`src/rtl/muldiv_pkg.sv`:
```
// Shared types and helpers for the iterative RV32M multiply/divide unit.
//   muldiv_op_e    : funct3 operation codes
//   muldiv_state_e : control states (IDLE, CALC, DONE)
//   is_signed_op   : rs1 operand is interpreted as signed
//   rs2_signed_op  : rs2 operand is interpreted as signed
//   is_div_op      : operation belongs to the divide group
//   is_rem_op      : operation returns the remainder
package muldiv_pkg;

   typedef enum logic [2:0] {
      OP_MUL    = 3'b000,
      OP_MULH   = 3'b001,
      OP_MULHSU = 3'b010,
      OP_MULHU  = 3'b011,
      OP_DIV    = 3'b100,
      OP_DIVU   = 3'b101,
      OP_REM    = 3'b110,
      OP_REMU   = 3'b111
   } muldiv_op_e;

   typedef enum logic [1:0] {
      IDLE = 2'b00,
      CALC = 2'b01,
      DONE = 2'b10
   } muldiv_state_e;

   // MUL only keeps the low half, which is identical for signed and unsigned.
   function automatic logic is_signed_op(input muldiv_op_e op);
      return (op == OP_MULH) || (op == OP_MULHSU) || (op == OP_DIV) || (op == OP_REM);
   endfunction

   function automatic logic rs2_signed_op(input muldiv_op_e op);
      return (op == OP_MULH) || (op == OP_DIV) || (op == OP_REM);
   endfunction

   function automatic logic is_div_op(input muldiv_op_e op);
      return op[2];
   endfunction

   function automatic logic is_rem_op(input muldiv_op_e op);
      return op[2] & op[1];
   endfunction

endpackage

```
`src/rtl/muldiv_if.sv`:
```
// Request/response bundle between the core and the multiply/divide unit.
//   start, op, data1, data2 : request from the core (master)
//   ready, valid, Result    : status and result from the unit (slave)
interface muldiv_if
   import muldiv_pkg::*;
#(
   parameter int unsigned WIDTH = 32
);

   logic             start;
   muldiv_op_e       op;
   logic [WIDTH-1:0] data1;
   logic [WIDTH-1:0] data2;
   logic             ready;
   logic             valid;
   logic [WIDTH-1:0] Result;

   modport master (
      output start, op, data1, data2,
      input  ready, valid, Result
   );

   modport slave (
      input  start, op, data1, data2,
      output ready, valid, Result
   );

endinterface

```
`src/rtl/muldiv_special_detect.sv`:
```
// Combinational detection of the RV32M special cases and their fixed results.
//   op_i, data1_i, data2_i : raw request fields
//   div_by_zero_o          : divide-group op with data2 == 0
//   sgn_ovf_o              : DIV/REM of the most negative value by -1
//   zero_operand_o         : multiply-group op with a zero operand
//   special_res_o          : result that overrides the datapath when any flag is set
module muldiv_special_detect
   import muldiv_pkg::*;
#(
   parameter int unsigned WIDTH = 32
) (
   input  muldiv_op_e       op_i,
   input  logic [WIDTH-1:0] data1_i,
   input  logic [WIDTH-1:0] data2_i,
   output logic             div_by_zero_o,
   output logic             sgn_ovf_o,
   output logic             zero_operand_o,
   output logic [WIDTH-1:0] special_res_o
);

   localparam logic [WIDTH-1:0] MIN_VAL = {1'b1, {(WIDTH-1){1'b0}}};

   // Flag decode and fixed-result selection
   always_comb begin
      div_by_zero_o  = is_div_op(op_i) && (data2_i == '0);
      sgn_ovf_o      = ((op_i == OP_DIV) || (op_i == OP_REM)) &&
                       (data1_i == MIN_VAL) && (data2_i == '1);
      zero_operand_o = !is_div_op(op_i) && ((data1_i == '0) || (data2_i == '0));
      special_res_o  = '0;
      if (div_by_zero_o) begin
         special_res_o = is_rem_op(op_i) ? data1_i : '1;
      end else if (sgn_ovf_o) begin
         special_res_o = (op_i == OP_DIV) ? data1_i : '0;
      end
   end

endmodule

```
`src/rtl/muldiv_unit.sv`:
```
// Iterative RV32M multiply/divide unit (radix-2 shift-add / restoring divide).
//   clk   : rising-edge clock
//   rst   : synchronous active-high reset, aborts any operation in flight
//   bus   : muldiv_if slave (start/op/data1/data2 in; ready/valid/Result out)
// Timing: a request accepted on edge E raises valid for one cycle after edge
// E+WIDTH+1; Result holds until the next accepted request.
// Optional feature macro MULDIV_EARLY_OUT_EN: special cases, zero-operand
// multiplies and divides with |data1| < |data2| finish one edge after accept.
module muldiv_unit
   import muldiv_pkg::*;
#(
   parameter int unsigned WIDTH = 32
) (
   input logic     clk,
   input logic     rst,
   muldiv_if.slave bus
);

   localparam int unsigned      CNT_W    = $clog2(WIDTH);
   localparam logic [CNT_W-1:0] CNT_LAST = CNT_W'(WIDTH - 1);

   muldiv_state_e      state_q;
   muldiv_op_e         op_q;
   logic               s1_q, s2_q;
   logic [WIDTH-1:0]   b_q;
   logic [WIDTH-1:0]   hi_q, lo_q;
   logic [CNT_W-1:0]   cnt_q;
   logic               fin_q;
   logic               spec_q;
   logic [WIDTH-1:0]   spec_res_q;
   logic               ready_q, valid_q;
   logic [WIDTH-1:0]   result_q;

   muldiv_op_e         op_in;
   logic               s1_in, s2_in;
   logic [WIDTH-1:0]   mag1_in, mag2_in;
   logic               dbz, ovf, zop;
   logic [WIDTH-1:0]   spec_res_c;
   logic               spec_in, skip_in;
   logic [WIDTH-1:0]   spec_res_in;

   logic [WIDTH:0]     add_sum, r_shift, diff;
   logic [WIDTH-1:0]   hi_d, lo_d;
   logic [2*WIDTH-1:0] prod, prod_f;
   logic [WIDTH-1:0]   quot_f, rem_f, dp_res, final_res;

   muldiv_special_detect #(.WIDTH(WIDTH)) u_detect (
      .op_i           (bus.op),
      .data1_i        (bus.data1),
      .data2_i        (bus.data2),
      .div_by_zero_o  (dbz),
      .sgn_ovf_o      (ovf),
      .zero_operand_o (zop),
      .special_res_o  (spec_res_c)
   );

   // Request decode: signs, magnitudes and the override decision
   always_comb begin
      op_in       = bus.op;
      s1_in       = is_signed_op(op_in) & bus.data1[WIDTH-1];
      s2_in       = rs2_signed_op(op_in) & bus.data2[WIDTH-1];
      mag1_in     = s1_in ? -bus.data1 : bus.data1;
      mag2_in     = s2_in ? -bus.data2 : bus.data2;
      spec_in     = dbz | ovf | zop;
      spec_res_in = spec_res_c;
`ifdef MULDIV_EARLY_OUT_EN
      skip_in = spec_in;
      // Divisor larger than dividend: quotient 0, remainder is data1 as given
      if (is_div_op(op_in) && !dbz && !ovf && (mag1_in < mag2_in)) begin
         skip_in     = 1'b1;
         spec_in     = 1'b1;
         spec_res_in = is_rem_op(op_in) ? bus.data1 : '0;
      end
`else
      skip_in = 1'b0;
`endif
   end

   // One radix-2 iteration; hi/lo form the accumulator or remainder/quotient pair
   always_comb begin
      add_sum = {1'b0, hi_q} + (lo_q[0] ? {1'b0, b_q} : '0);
      r_shift = {hi_q, lo_q[WIDTH-1]};
      diff    = r_shift - {1'b0, b_q};
      if (is_div_op(op_q)) begin
         // A set diff MSB means the trial subtraction borrowed: restore
         hi_d = diff[WIDTH] ? r_shift[WIDTH-1:0] : diff[WIDTH-1:0];
         lo_d = {lo_q[WIDTH-2:0], ~diff[WIDTH]};
      end else begin
         hi_d = add_sum[WIDTH:1];
         lo_d = {add_sum[0], lo_q[WIDTH-1:1]};
      end
   end

   // Sign fix-up and result selection
   always_comb begin
      prod   = {hi_q, lo_q};
      prod_f = (s1_q ^ s2_q) ? -prod : prod;
      quot_f = (s1_q ^ s2_q) ? -lo_q : lo_q;
      rem_f  = s1_q ? -hi_q : hi_q;
      case (op_q)
         OP_MUL:                       dp_res = prod_f[WIDTH-1:0];
         OP_MULH, OP_MULHSU, OP_MULHU: dp_res = prod_f[2*WIDTH-1:WIDTH];
         OP_DIV, OP_DIVU:              dp_res = quot_f;
         default:                      dp_res = rem_f;
      endcase
      final_res = spec_q ? spec_res_q : dp_res;
   end

   // Control FSM and datapath registers. CALC spends WIDTH cycles iterating
   // (counter WIDTH-1 down to 0) and one more cycle on the sign fix-up.
   always_ff @(posedge clk) begin
      if (rst) begin
         state_q    <= IDLE;
         op_q       <= OP_MUL;
         s1_q       <= 1'b0;
         s2_q       <= 1'b0;
         b_q        <= '0;
         hi_q       <= '0;
         lo_q       <= '0;
         cnt_q      <= '0;
         fin_q      <= 1'b0;
         spec_q     <= 1'b0;
         spec_res_q <= '0;
         ready_q    <= 1'b1;
         valid_q    <= 1'b0;
         result_q   <= '0;
      end else begin
         valid_q <= 1'b0;
         case (state_q)
            IDLE: begin
               if (bus.start && ready_q) begin
                  op_q       <= op_in;
                  s1_q       <= s1_in;
                  s2_q       <= s2_in;
                  spec_q     <= spec_in;
                  spec_res_q <= spec_res_in;
                  hi_q       <= '0;
                  lo_q       <= is_div_op(op_in) ? mag1_in : mag2_in;
                  b_q        <= is_div_op(op_in) ? mag2_in : mag1_in;
                  cnt_q      <= CNT_LAST;
                  fin_q      <= skip_in;
                  ready_q    <= 1'b0;
                  state_q    <= CALC;
               end
            end
            CALC: begin
               if (fin_q) begin
                  result_q <= final_res;
                  valid_q  <= 1'b1;
                  fin_q    <= 1'b0;
                  state_q  <= DONE;
               end else begin
                  hi_q <= hi_d;
                  lo_q <= lo_d;
                  if (cnt_q == '0) begin
                     fin_q <= 1'b1;
                  end else begin
                     cnt_q <= cnt_q - CNT_W'(1);
                  end
               end
            end
            DONE: begin
               ready_q <= 1'b1;
               state_q <= IDLE;
            end
            default: begin
               ready_q <= 1'b1;
               state_q <= IDLE;
            end
         endcase
      end
   end

   assign bus.ready  = ready_q;
   assign bus.valid  = valid_q;
   assign bus.Result = result_q;

endmodule

```
`src/flat_wrapper.sv`:
```
// flat-port wrapper written by rule: the top's interface ports become plain ports
module muldiv_unit_flat import muldiv_pkg::*;
#(
   parameter int unsigned WIDTH = 32
)
  (clk, rst, bus_start, bus_op, bus_data1, bus_data2, bus_ready, bus_valid, bus_Result);
  muldiv_if #(.WIDTH(WIDTH)) bus_i ();
  input logic clk;
  input logic rst;
  input wire logic [$bits(bus_i.start)-1:0] bus_start;
  input wire logic [$bits(bus_i.op)-1:0] bus_op;
  input wire logic [$bits(bus_i.data1)-1:0] bus_data1;
  input wire logic [$bits(bus_i.data2)-1:0] bus_data2;
  output wire logic [$bits(bus_i.ready)-1:0] bus_ready;
  output wire logic [$bits(bus_i.valid)-1:0] bus_valid;
  output wire logic [$bits(bus_i.Result)-1:0] bus_Result;
  assign bus_i.start = bus_start;
  assign bus_i.op = bus_op;
  assign bus_i.data1 = bus_data1;
  assign bus_i.data2 = bus_data2;
  assign bus_ready = bus_i.ready;
  assign bus_valid = bus_i.valid;
  assign bus_Result = bus_i.Result;
  muldiv_unit #(.WIDTH(WIDTH)) u_core (.clk(clk), .rst(rst), .bus(bus_i));
endmodule
```
`config.mk`:
```
export PLATFORM = sky130hd
export DESIGN_NAME = muldiv_unit_flat
export DESIGN_NICKNAME = d
export VERILOG_FILES = /design/src/rtl/muldiv_pkg.sv /design/src/rtl/muldiv_if.sv /design/src/rtl/muldiv_special_detect.sv /design/src/rtl/muldiv_unit.sv /design/src/flat_wrapper.sv
export SDC_FILE = /design/constraint.sdc
export NUM_CORES = 1
export LEC_CHECK = 0
export BUFFER_PORTS_ARGS = -buffer_cell sky130_fd_sc_hd__buf_2
export CORE_MARGIN = 1
export CORE_UTILIZATION = 45
export CTS_CLUSTER_SIZE = 25
export DETAILED_ROUTE_END_ITERATION = 6
export PLACE_DENSITY_LB_ADDON = 0.15
export SYNTH_ARGS = -nofsm -noshare
export SYNTH_HDL_FRONTEND = slang
export SYNTH_HIERARCHICAL = 1
export SYNTH_SLANG_ARGS = --single-unit
```
`constraint.sdc`:
```
create_clock -name clk -period 6.35 [get_ports clk]
set_clock_uncertainty 0.2 [all_clocks]
set_input_delay 0.635 -clock clk [delete_from_list [all_inputs] [get_ports clk]]
set_output_delay 0.635 -clock clk [all_outputs]
set_load 0.01 [all_outputs]
```
==> results of run 1 <==
## layout make-up
| type | count | area, um^2 | area share (%) |
|---|---|---|---|
| Multi-Input combinational cell | 1861 | 11840 | 67.19 |
| Sequential cell | 176 | 3525 | 20.01 |
| Timing Repair Buffer | 131 | 728.2 | 4.134 |
| Tap cell | 461 | 576.8 | 3.274 |
| Clock buffer | 18 | 439.2 | 2.493 |
| Inverter | 98 | 367.9 | 2.088 |
| Clock inverter | 14 | 142.6 | 0.8097 |
## metrics by stage
stage / worst slack [ns] / total power (W)
6_report: 1.378 / 0.003927
5_1_grt: 1.306 / 0.004101
4_1_cts: 1.584 / 0.003897
3_5_place_dp: 1.626 / 0.002816
3_3_place_gp: 1.696 / 0.002808
2_1_floorplan: 2.985 / 0.002322
## worst register-to-register path, stage by stage (launching register included)
cell and delay, ns:
dfxtp_1 0.57, inv_1 0.17, fa_1 0.45, nand2b_1 0.21
a21oi_1 0.34, o211a_1 0.28, or3_1 0.15, a211oi_2 0.10
o21ai_0 0.87, nand2_1 0.73, nor4_1 0.63, o21ai_0 0.14
## worst max path at each step
stage	slack [ns]	cells after the start	end
2_1_floorplan	2.99	12	u_core/hi_q[22]
3_3_place_gp	1.70	11	u_core/hi_q[31]
3_5_place_dp	1.63	11	u_core/hi_q[31]
4_1_cts	1.58	11	u_core/hi_q[31]
5_1_grt	1.31	11	u_core/hi_q[31]
6_report	1.38	11	u_core/hi_q[31]
## power by group through the flow
stage	combinational [W]	sequential, W	clock, W
floorplan	0.00107	0.00125	0
global placement	0.00149	0.00132	0
detailed placement	0.00149	0.00132	0
CTS	0.00150	0.00130	0.00110
global route	0.00166	0.00131	0.00114
finish	0.00154	0.00130	0.00109
## per-layer routing
| layer | up-vias | track usage (%) | part of all wire, % |
|---|---|---|---|
| met5 | - | 0 | 0.030 |
| met4 | 2 | 13.72 | 3.7 |
| met3 | 113 | 3.746 | 7.7 |
| met2 | 847 | 53.24 | 44 |
| met1 | 8285 | 47.70 | 44 |
| li1 | 8257 | - | - |
## sequential cells by signal, indices dropped and copies added (netlist names)
signal / count
u_core/fin_q: 1
u_core/b_q: 32
u_core/s2_q: 1
u_core/hi_q: 32
u_core/bus.valid: 1
u_core/lo_q: 32
u_core/bus.Result: 32
u_core/spec_q: 1
u_core/s1_q: 1
u_core/state_q: 2
u_core/bus.ready: 1
u_core/op_q: 3
u_core/spec_res_q: 32
u_core/cnt_q: 5
## cells in the final DEF (no fill, tap or decap), drive strengths merged, types with 31 or more instances in the layout
| cell type | count |
|---|---|
| inv | 104 |
| nor2 | 190 |
| nor3 | 68 |
| o21ai | 199 |
| xor2 | 82 |
| ha | 70 |
| buf | 131 |
| o211ai | 31 |
| nand2 | 281 |
| a21oi | 257 |
| nor4 | 42 |
| nand3 | 32 |
| dfxtp | 176 |
| a211oi | 33 |
| xnor2 | 105 |
| mux2i | 61 |
| a21o | 40 |
## logic make-up (layout without fill, tap and decap cells)
group,Yosys count,after routing
AOI/OAI and AO/OA,766,766
xor gates and xnor gates,187,187
adders and majority gates,72,72
buffers and inverters,268,261
DFF,176,176
muxes,69,69
and+or+nand+nor,767,767
## Yosys cell counts, drive strengths merged (32+ instances only)
| library cell | instances | area share [%] |
|---|---|---|
| ha | 70 | 5.3 |
| xor2 | 82 | 4.4 |
| nand2 | 281 | 6.4 |
| nor3 | 68 | 2.2 |
| dfxtp | 176 | 22 |
| mux2i | 61 | 3.7 |
| a211oi | 33 | 1.5 |
| clkbuf | 141 | 3.2 |
| nor2 | 190 | 4.4 |
| xnor2 | 105 | 5.6 |
| a21oi | 257 | 8.5 |
| inv | 96 | 2.2 |
| o21ai | 199 | 6.1 |
| nand3 | 32 | 1.0 |
| nor4 | 42 | 1.9 |
| a21o | 40 | 1.8 |
==> impl_metrics.env, run 1 <==
export IMPL_num_vias=17504
export IMPL_worstSetupStartpointType="flop"
export IMPL_clockBufferDepth=2
export IMPL_r2r_start="u_core/hi_q[0]"
export IMPL_synth_simple_area_share_pct=22.27
export IMPL_ff2ff_setup_slack_ns=1.38
export IMPL_dpl_hpwl_um=48630
export IMPL_grt_max_degree=79
export IMPL_synthCells=2305
export IMPL_worstSkewPairLatency_ns=0.47
export IMPL_ys_seq_area_share_pct=21.51
export IMPL_vias_per_cell=6.344
export IMPL_nets=2427
export IMPL_start_util_pct=45.94
export IMPL_critical_path_required_ns=6.48
export IMPL_muxShareOfSynthArea_pct=4.277
export IMPL_antenna_found_initial=1
export IMPL_final_cells=2759
export IMPL_coreArea_um2=35660
export IMPL_worst_pin_slew_ns=1.176
export IMPL_synth_edf_count=0
export IMPL_dp_cells=2727
export IMPL_cts_max_level=4
export IMPL_fp_dieArea_um2=37170
export IMPL_peakVddDrop_mv=0.1937
export IMPL_comb_power_share_pct=39.3
export IMPL_drive_gt1_share_pct=10.75
export IMPL_max_freq_mhz=201.1
export IMPL_first_global_vias=15372
export IMPL_synth_flop_cell="dfxtp_1"
export IMPL_finalMaxSlewViolations=0
export IMPL_syn_to_final_growth_pct=7.547
export IMPL_hp_start="u_core/bus.Result[27]"
export IMPL_overflow=0
export IMPL_drv_cap=0
export IMPL_setup_worst_path_class="flop to flop"
export IMPL_grtUsageTotal_pct=34.18
export IMPL_synth_top_family_by_area="compound AO/OA/AOI/OAI gates"
export IMPL_grt_pass1_wl_um=95250
export IMPL_reg2reg_to="u_core/hi_q[31]"
export IMPL_critical_path_max_stage_delay_ns=0.87
export IMPL_path_clk_slew_ns=0.08
export IMPL_crit_start="u_core/hi_q[0]"
export IMPL_hold_ws_ns=0.2447
export IMPL_crit_family="compound AO/OA/AOI/OAI gates"
export IMPL_setup_tns_ns=0
export IMPL_critPathSlowestCell="o21ai_0"
export IMPL_cts_tree="done"
export IMPL_ios=104
export IMPL_crit_top_cell="o21ai_0"
export IMPL_synth_xor_area_share_pct=9.998
export IMPL_ys_ff_latch=176
export IMPL_place_gp_congestion=1.003
export IMPL_syn_nets=2447
export IMPL_setup_violations=0
export IMPL_antenna_cells=0
export IMPL_worstSetupEndpointType="flop"
export IMPL_min_to="u_core/bus.Result[27]"
export IMPL_synth_adder_area_share_pct=5.591
export IMPL_relSlewSlack_pct=19.54
export IMPL_die_x_um=192.8
export IMPL_firstDrtPassIters=5
export IMPL_fin_crit_sh_pct=78.29
export IMPL_ctsRootBufferMaster="clkbuf_16"
export IMPL_path_buf_inv=1
export IMPL_p_per_area_nw_per_um2=222.9
export IMPL_fp_row_count=69
export IMPL_synth_compound_area_share_pct=29.84
export IMPL_min_path_cells=2
export IMPL_status="completed"
export IMPL_crit_arrival_ns=5.10
export IMPL_hold_buffers=0
export IMPL_finalHoldViolations=0
export IMPL_rsz0062_at_grt="false"
export IMPL_ys_async_sr_fraction_pct=0
export IMPL_p_int_w=0.002233
export IMPL_yosysUniqueCellTypes=92
export IMPL_rr_worst_depth=11
export IMPL_power_switching_share_pct=43.15
export IMPL_ys_warn_count=6
export IMPL_cts_made_buffers=17
export IMPL_post_drt_wl_per_cell_um=23.29
export IMPL_first_iter_violations=1845
export IMPL_port_buffer_count=103
export IMPL_route_detailed_drc=0
export IMPL_fin_crit_ns=4.972
export IMPL_die_h_um=192.8
export IMPL_leakagePower_nw=6.975
export IMPL_hold_class="flop to flop"
export IMPL_seq_power_share_pct=33.1
export IMPL_syn_avg_cell_area_um2=7.107
export IMPL_postCtsSetupBuffers=0
export IMPL_drtAntennaViolNets=0
export IMPL_cts_sinks=176
export IMPL_wirelength_um=64260
export IMPL_fillers=3645
export IMPL_p_clk_share_pct=27.6
export IMPL_postPlaceCellArea_um2=17040
export IMPL_power_net_switching_w=0.001694
export IMPL_crit_chain="inv_1, fa_1, nand2b_1, a21oi_1, o211a_1, or3_1, a211oi_2, o21ai_0, nand2_1, nor4_1, o21ai_0"
export IMPL_netlist_area_um2=16380
export IMPL_ctsResizeCount=0
export IMPL_cp_max_fo=16
export IMPL_stdcell_area_um2=17620
export IMPL_fin_util_pct=49.41
No activity file was read; power rests on OpenSTA's default activity.
==> inputs of run 2 (changes only) <==
==> constraint.sdc (replaced) <==
create_clock -name clk -period 4.7 [get_ports clk]
set_clock_uncertainty 0.2 [all_clocks]
set_input_delay 0.47 -clock clk [delete_from_list [all_inputs] [get_ports clk]]
set_output_delay 0.47 -clock clk [all_outputs]
set_load 0.01 [all_outputs]
==> impl_metrics.env, run 2 (same netlist as run 1, synthesis figures left out) <==
export IMPL_ctsResizeCount=0
export IMPL_cp_max_fo=15
export IMPL_dp_cells=2756
export IMPL_setup_violations=0
export IMPL_p_per_area_nw_per_um2=298.6
export IMPL_first_iter_violations=1945
export IMPL_postCtsSetupBuffers=0
export IMPL_worstSetupEndpointType="flop"
export IMPL_min_path_cells=3
export IMPL_crit_arrival_ns=4.37
export IMPL_ff2ff_setup_slack_ns=0.48
export IMPL_place_ws_ns=0.6457
export IMPL_hold_class="input pin to flop"
export IMPL_cts_tree="done"
export IMPL_place_gp_congestion=0.9622
export IMPL_num_vias=17554
export IMPL_post_drt_wl_per_cell_um=23.17
export IMPL_antenna_found_initial=0
export IMPL_ios=104
export IMPL_coreArea_um2=35660
export IMPL_final_cell_mix="nand2_1, a21oi_1, nor2_1, o21ai_0, dfxtp_1"
export IMPL_max_freq_mhz=236.8
export IMPL_final_common_cell="nand2_1"
export IMPL_syn_to_final_growth_pct=8.914
export IMPL_grtUsageTotal_pct=34.31
export IMPL_stdcell_area_um2=17840
export IMPL_route_detailed_drc=0
export IMPL_finalMaxSlewViolations=0
export IMPL_nets=2456
export IMPL_worst_pin_slew_ns=1.188
export IMPL_fin_crit_ns=4.223
export IMPL_rsz0062_at_grt="false"
export IMPL_dpl_hpwl_um=49030
export IMPL_finalHoldViolations=0
export IMPL_drtAntennaViolNets=0
export IMPL_port_buffer_count=103
export IMPL_fp_row_count=69
export IMPL_peakVddDrop_mv=0.2223
export IMPL_cts_max_level=4
export IMPL_hp_start="bus_op[0]"
export IMPL_relSlewSlack_pct=18.78
export IMPL_setup_tns_ns=0
export IMPL_fillers=3703
export IMPL_worstSetupStartpointType="flop"
export IMPL_min_to="u_core/op_q[0]"
export IMPL_leakagePower_nw=7.124
export IMPL_ctsRootBufferMaster="clkbuf_16"
export IMPL_antenna_cells=0
export IMPL_hold_ws_ns=0.1458
export IMPL_grt_pass1_wl_um=95700
export IMPL_regArea_um2=3525
export IMPL_die_h_um=192.8
export IMPL_status="completed"
export IMPL_setup_worst_path_class="flop to flop"
export IMPL_multi_input_comb_area_um2=11840
export IMPL_path_clk_slew_ns=0.08
export IMPL_first_global_vias=15666
export IMPL_layout_setup_ws_ns=0.4771
export IMPL_drv_cap=0
export IMPL_r2r_start="u_core/lo_q[31]"
export IMPL_clockBufferDepth=2
export IMPL_rr_worst_depth=13
export IMPL_cts_made_buffers=17
export IMPL_postPlaceCellArea_um2=17250
export IMPL_fp_dieArea_um2=37170
export IMPL_overflow=0
export IMPL_die_x_um=192.8
export IMPL_worstSkewPairLatency_ns=0.44
export IMPL_start_util_pct=45.94
export IMPL_drive_gt1_share_pct=11.86
export IMPL_critical_path_required_ns=4.85
export IMPL_reg2reg_to="u_core/hi_q[30]"
export IMPL_hold_buffers=0
export IMPL_cts_sinks=176
export IMPL_fin_crit_sh_pct=89.85
export IMPL_firstDrtPassIters=6
export IMPL_grt_max_degree=78
export IMPL_wirelength_um=64610
export IMPL_final_cells=2788
export IMPL_vias_per_cell=6.296
## run 2: cell count changes in the layout (fill, tap and decap cells not counted), sizes merged
cell    change
buf        +29
clkinv      +1
clkbuf      -1
## run 2: per-stage QoR
step	total power, W	util [%]
floorplan	0.003137	-
global placement	0.003833	48.39
detailed placement	0.003840	48.39
CTS	0.005299	50.04
global route	0.005584	50.04
finish	0.005327	50.04
## run 2: routing by layer
metal	global-route usage (%)	routed length [um]
met1	46.89	28120
met2	53.54	28970
met3	3.910	4527
met4	16.02	2996
met5	0	0
## run 2: worst max-delay path by stage
| stage | startpoint | to | slack (ns) | depth (start not counted) |
|---|---|---|---|---|
| finish | u_core/lo_q[31] | u_core/hi_q[30] | 0.48 | 13 |
| global route | u_core/lo_q[31] | u_core/hi_q[30] | 0.1 | 13 |
| CTS | u_core/lo_q[31] | u_core/hi_q[30] | 0.62 | 13 |
| detailed placement | u_core/lo_q[31] | u_core/hi_q[30] | 0.65 | 13 |
| global placement | u_core/lo_q[31] | u_core/hi_q[30] | 0.79 | 13 |
| floorplan | u_core/hi_q[0] | u_core/hi_q[22] | 1.34 | 12 |
## run 2: cell type report
class	count	area share [%]
inverter	98	2.062
timing repair buffer	160	5.302
clock buffer	17	2.384
multi-input combinational	1861	66.35
clock inverter	15	0.9117
tap	461	3.233
sequential	176	19.76
## run 2: critical path, stage by stage, from the launching register on
cell,delay [ns]
dfxtp_1,0.40
inv_1,0.13
ha_1,0.23
fa_1,0.39
nand2b_1,0.20
a21oi_1,0.44
o211a_1,0.28
or3_1,0.13
a211oi_2,0.09
nor3_1,0.62
nor2_2,0.28
buf_4,0.30
mux2i_1,0.14
a221oi_1,0.27
## run 2: power breakdown
group / internal (W) / total [W] / switching [W]
Sequential: 0.00159 / 0.00173 / 0.000145
Clock: 0.000715 / 0.00146 / 0.000745
Combinational: 0.000741 / 0.00214 / 0.00139
